`src/rtl/pipe_if_stage.sv`:
```
// Instruction-fetch stage with IF/ID pipeline register.
// Owns the PC, issues instruction-memory requests and buffers one word across ID stalls.
module pipe_if_stage #(
  parameter logic [31:0] RESET_PC = 32'h0000_0000,
  parameter logic [31:0] NOP_INST = 32'h0000_0000
) (
  input  logic        clk,
  input  logic        rst,
  input  logic        MIO_ready,
  input  logic [31:0] inst_in,
  output logic [31:0] inst_addr,
  output logic        inst_req,
  input  logic        shouldStall,
  input  logic        shouldJumpOrBranch,
  input  logic [31:0] branchTarget,
  output logic [31:0] id_instruction,
  output logic [31:0] id_pc,
  output logic [31:0] id_pcPlus4,
  output logic        id_valid
);

  typedef enum logic [1:0] {
    FETCH   = 2'd0,
    HOLD    = 2'd1,
    DISCARD = 2'd2
  } state_t;

  state_t      state, state_nx;
  logic [31:0] pc, pc_nx;
  logic [31:0] buf_inst, buf_inst_nx;
  logic [31:0] buf_pc, buf_pc_nx;
  logic [31:0] redirect_pc, redirect_pc_nx;
  logic [31:0] id_inst_nx, id_pc_nx, id_pcp4_nx;
  logic        id_valid_nx;
  logic [31:0] pc_plus4;
  logic [31:0] buf_pc_plus4;

  assign pc_plus4     = pc + 32'd4;
  assign buf_pc_plus4 = buf_pc + 32'd4;

  assign inst_addr = pc;
  assign inst_req  = (state != HOLD);

  always_ff @(posedge clk) begin
    if (rst) begin
      state          <= FETCH;
      pc             <= RESET_PC;
      buf_inst       <= '0;
      buf_pc         <= '0;
      redirect_pc    <= '0;
      id_instruction <= NOP_INST;
      id_pc          <= '0;
      id_pcPlus4     <= 32'd4;
      id_valid       <= 1'b0;
    end else begin
      state          <= state_nx;
      pc             <= pc_nx;
      buf_inst       <= buf_inst_nx;
      buf_pc         <= buf_pc_nx;
      redirect_pc    <= redirect_pc_nx;
      id_instruction <= id_inst_nx;
      id_pc          <= id_pc_nx;
      id_pcPlus4     <= id_pcp4_nx;
      id_valid       <= id_valid_nx;
    end
  end

  // A bubble replaces instruction/valid only; id_pc and id_pcPlus4 keep their last values.
  always_comb begin
    state_nx       = state;
    pc_nx          = pc;
    buf_inst_nx    = buf_inst;
    buf_pc_nx      = buf_pc;
    redirect_pc_nx = redirect_pc;
    id_inst_nx     = id_instruction;
    id_pc_nx       = id_pc;
    id_pcp4_nx     = id_pcPlus4;
    id_valid_nx    = id_valid;

    unique case (state)
      FETCH: begin
        if (shouldJumpOrBranch) begin
          id_inst_nx  = NOP_INST;
          id_valid_nx = 1'b0;
          if (MIO_ready) begin
            pc_nx = branchTarget;
          end else begin
            // Keep the address stable until the in-flight access completes.
            redirect_pc_nx = branchTarget;
            state_nx       = DISCARD;
          end
        end else if (shouldStall) begin
          if (MIO_ready) begin
            buf_inst_nx = inst_in;
            buf_pc_nx   = pc;
            pc_nx       = pc_plus4;
            state_nx    = HOLD;
          end
        end else if (MIO_ready) begin
          id_inst_nx  = inst_in;
          id_pc_nx    = pc;
          id_pcp4_nx  = pc_plus4;
          id_valid_nx = 1'b1;
          pc_nx       = pc_plus4;
        end else begin
          id_inst_nx  = NOP_INST;
          id_valid_nx = 1'b0;
        end
      end

      HOLD: begin
        if (shouldJumpOrBranch) begin
          pc_nx       = branchTarget;
          id_inst_nx  = NOP_INST;
          id_valid_nx = 1'b0;
          state_nx    = FETCH;
        end else if (!shouldStall) begin
          id_inst_nx  = buf_inst;
          id_pc_nx    = buf_pc;
          id_pcp4_nx  = buf_pc_plus4;
          id_valid_nx = 1'b1;
          state_nx    = FETCH;
        end
      end

      DISCARD: begin
        id_inst_nx  = NOP_INST;
        id_valid_nx = 1'b0;
        if (shouldJumpOrBranch) begin
          redirect_pc_nx = branchTarget;
        end
        if (MIO_ready) begin
          pc_nx    = shouldJumpOrBranch ? branchTarget : redirect_pc;
          state_nx = FETCH;
        end
      end

      default: begin
        state_nx = FETCH;
      end
    endcase
  end

endmodule
```
`config.mk`:
```
export PLATFORM = sky130hd
export DESIGN_NAME = pipe_if_stage
export DESIGN_NICKNAME = d
export VERILOG_FILES = /design/src/rtl/pipe_if_stage.sv
export SDC_FILE = /design/constraint.sdc
export NUM_CORES = 1
export LEC_CHECK = 0
export ABC_AREA = 1
export BUFFER_PORTS_ARGS = -buffer_cell sky130_fd_sc_hd__buf_2
export CAP_MARGIN = 25
export CORE_ASPECT_RATIO = 1.5
export CORE_MARGIN = 1.5
export CORE_UTILIZATION = 60
export CTS_CLUSTER_DIAMETER = 50
export DETAILED_ROUTE_END_ITERATION = 8
export PLACE_DENSITY = 0.8
export SYNTH_ARGS = -nofsm -noshare
export SYNTH_HDL_FRONTEND = slang
export SYNTH_SLANG_ARGS = --single-unit
```
`constraint.sdc`:
```
create_clock -name clk -period 4.06 [get_ports clk]
set_input_delay 0.203 -clock clk [delete_from_list [all_inputs] [get_ports clk]]
set_output_delay 0.203 -clock clk [all_outputs]
set_load 0.05 [all_outputs]
```
==> results.py <==
metrics = {
    "run_status": {
        "status": "finished, final reports clean",
    },
    "hold_path": {
        "worstHoldPathCells": 3,
        "hold_end": "redirect_pc[4]",
        "hp-class": "input pin to flip-flop",
        "hold_start": "branchTarget[4]",
    },
    "routing": {
        "viasPerCell": 5.74,
        "drc_errors": 0,
        "routed_wl_mm": 35.3,
        "drtIter0Drc": 1097,
        "antenna_left": 0,
        "vias": 12400,
        "drtPass1Iterations": 6,
        "avgRoutedWirePerCell_um": 16.3,
    },
    "worst_setup_path": {
        "crit_family": "buffers and inverters",
        "arrival_ns": 3.17,
        "cp.depth": 7,
        "path_buf_inv": 3,
        "required_ns": 4.48,
        "critPathLaunchType": "flip-flop",
        "critical_path.cell_chain": "inv_1, ha_1, inv_1, nand2_1, inv_1, nand2_1, a21oi_1",
        "r2r_cells": 7,
        "reg2reg_slack_ns": 1.30,
        "cpMaxStageDelayCell": "inv_1",
        "timing.rr.start": "state[0]",
        "path_class": "flip-flop to flip-flop",
        "max_stage_delay_ns": 0.84,
        "path_common_cell": "inv_1",
        "cp-end-kind": "flip-flop",
        "reg2reg_to": "id_instruction[20]",
        "crit_fanout": 33,
    },
    "power": {
        "switching_share": 0.430,
        "pwr-share-clk": 0.270,
        "total_leakage_power_nw": 6.02,
        "powerDensity_nw_per_um2": 597,
        "p_total_w": 0.00819,
        "seq_power_share": 0.368,
        "vdd_ir_drop_max_mv": 0.505,
        "power.internal_w": 0.00467,
        "switchingPower_w": 0.00352,
        "p_comb_frac": 0.362,
    },
    "sta": {
        "fmax_mhz": 363,
        "rsz0062_at_grt": "no",
        "slew_viol_final": 0,
        "fin_crit_sh": 0.679,
        "period_minus_slack_ns": 2.76,
        "final_hold_viol_count": 0,
        "setup_viol_count_final": 0,
        "worst_slew_pin_slew_ns": 1.13,
        "relSlewSlack": 0.248,
        "skew_ns": 0.0132,
        "setup-tns-final_ns": 0,
    },
    "cells_and_area": {
        "syn_to_final_growth_pct": 17.2,
        "seqCellArea_um2": 4500,
        "nFillCells": 1663,
        "drive_above_1_share": 0.161,
        "postLayoutCellArea_um2": 13700,
        "multi_input_area_um2": 6340,
        "antenna_cells": 0,
        "final_core_util": 0.715,
        "layout.nets": 1967,
    },
    "synth": {
        "syn_inst": 1743,
        "ys_ff_latch": 225,
        "yosysTopAreaCellShare": 0.385,
        "synthAdderAreaFrac": 0.00642,
        "mappedNetlistArea_um2": 11700,
        "ys_seq_area_frac": 0.385,
        "synth_top_family_by_area": "simple AND/OR/NAND/NOR gates",
        "synth_area_per_cell_um2": 6.71,
        "synth_area_leaders": "dfxtp_1 (39%), nand2_1 (14%), a21oi_1 (13%)",
        "yosysTopAreaCell": "dfxtp_1",
        "synthDistinctLibCells": 39,
        "yosysWarnings": 0,
        "syn_nets": 1818,
        "synth_compound_area_frac": 0.249,
        "synth_mux_area_frac": 0,
        "synth_xor_area_frac": 0.0243,
        "synth-simple-area-share": 0.261,
    },
    "floorplanning": {
        "core-area_um2": 19200,
        "num_rows": 62,
        "start_util": 0.610,
        "dieHeight_um": 174,
        "dieArea_um2": 20300,
        "die_x_um": 117,
        "ios": 199,
    },
    "cts": {
        "clock_sinks": 225,
        "cts.path.max_buffers": 3,
        "clock_latency_ns": 0.52,
        "cts_setup_buffers": 0,
        "tritoncts": "yes",
        "clk_pin_slew_ns": 0.06,
        "root_buffer": "clkbuf_16",
        "ctsHtreeMaxLevel": 1,
        "numCtsBuffers": 24,
    },
    "grt": {
        "antenna_found_initial": 0,
        "grt_max_degree": 86,
        "grt_pass1_wl_mm": 55.7,
        "grt_usage": 0.336,
        "grt_pass1_vias": 11400,
        "grt_overflow_total": 0,
    },
    "placement": {
        "gp_congestion": 0.964,
        "placed_area_um2": 12600,
        "placement.io_buffers": 198,
        "dpl.hpwl_mm": 23.1,
    },
    "run": {
        "drv_cap": 0,
    },
}
-- worst register-to-register path: cells and delay by family (launching register included) --
kind | cells | cell delay (ns)
AO/OA/AOI/OAI | 1 | 0.28
buffers and inverters | 3 | 1.34
flip-flops | 1 | 0.39
adder cells (fa/ha/maj) | 1 | 0.31
AND/OR/NAND/NOR | 2 | 0.34
-- through the flow --
step	hold slack (ns)	setup WS [ns]	std cells
after floorplan	0.338	2.03	1743
after global placement	0.447	1.45	2089
after detailed placement	0.454	1.32	2089
after CTS	0.000604	1.31	2164
after global routing	0.0200	0.988	2165
final	0.0108	1.30	2165
-- layer usage --
layer | GRT usage | part of all wire
met5 | 0 | 0
met4 | 0.161 | 0.045
met3 | 0.0453 | 0.073
met2 | 0.562 | 0.47
met1 | 0.424 | 0.41
-- logic make-up after synthesis --
| family | count (synthesis) |
|---|---|
| adders and majority gates | 6 |
| DFF | 225 |
| and+or+nand+nor | 718 |
| AOI/OAI and AO/OA | 566 |
| xor gates and xnor gates | 29 |
| buffers and inverters | 199 |
-- sequential cells by signal, indices dropped and copies added (netlist names), 2 cells and up --
signal          cells
redirect_pc        32
buf_pc             32
id_pcPlus4         30
buf_inst           32
id_instruction     32
state               2
id_pc              32
inst_addr          32
-- worst max-delay path by stage --
stage / endpoint / start / slack [ns]
global route: inst_addr[2] / state[1] / 0.99
detailed placement: inst_addr[2] / state[1] / 1.32
finish: id_instruction[20] / state[0] / 1.30
global placement: inst_addr[2] / state[1] / 1.45
CTS: inst_addr[2] / state[1] / 1.31
floorplan: id_pcPlus4[28] / inst_addr[3] / 2.03
-- power by group through the flow --
stage / combinational [W] / clock [W] / sequential, W
2_1_floorplan: 0.00152 / 0 / 0.00369
3_3_place_gp: 0.00284 / 0 / 0.00302
3_5_place_dp: 0.00289 / 0 / 0.00303
4_1_cts: 0.00293 / 0.00223 / 0.00299
5_1_grt: 0.00324 / 0.00232 / 0.00305
6_report: 0.00296 / 0.00221 / 0.00301
-- placed cells by master, fill, tap and decap left out, types with 5 or more instances in the layout --
cell and count:
a21oi_1 293, a31oi_1 35, buf_2 198, buf_4 14, clkbuf_16 25, clkinv_2 8, dfxtp_1 225, dlygate4sd3_1 32
ha_1 5, inv_1 68, inv_2 6, nand2_1 437, nand2_2 10, nand3_1 59, nor2_1 162, nor2_2 8
nor2_4 7, nor2_8 5, nor3_1 8, o211ai_1 10, o21ai_0 220, or2_2 6, xnor2_1 5, xor2_1 20
-- cells in the mapped netlist (all sizes together) --
cell type,count
inv,75
nand3,59
a21oi,294
and2,2
nor3,9
o21ai,224
xnor2,5
o211ai,10
ha,6
nand3b,4
buf,54
a31oi,35
nand4,3
dfxtp,225
nor4,1
clkinv,1
o211a,1
xor2,24
or2,6
clkbuf,69
nand2,451
nor3b,1
nor2,182
o21a,1
o221ai,1
-- timing repair --
item	in CTS	in global routing
resized for setup	0	0
endpoints found under the hold margin	64	0
hold buffers	32	0
-- cell type report --
type,count,area share
timing repair buffer,246,0.107
tap,256,0.0234
multi-input combinational,1319,0.462
clock buffer,31,0.0487
inverter,76,0.0210
clock inverter,12,0.00913
sequential,225,0.329
(Power assumes the default switching activity.)
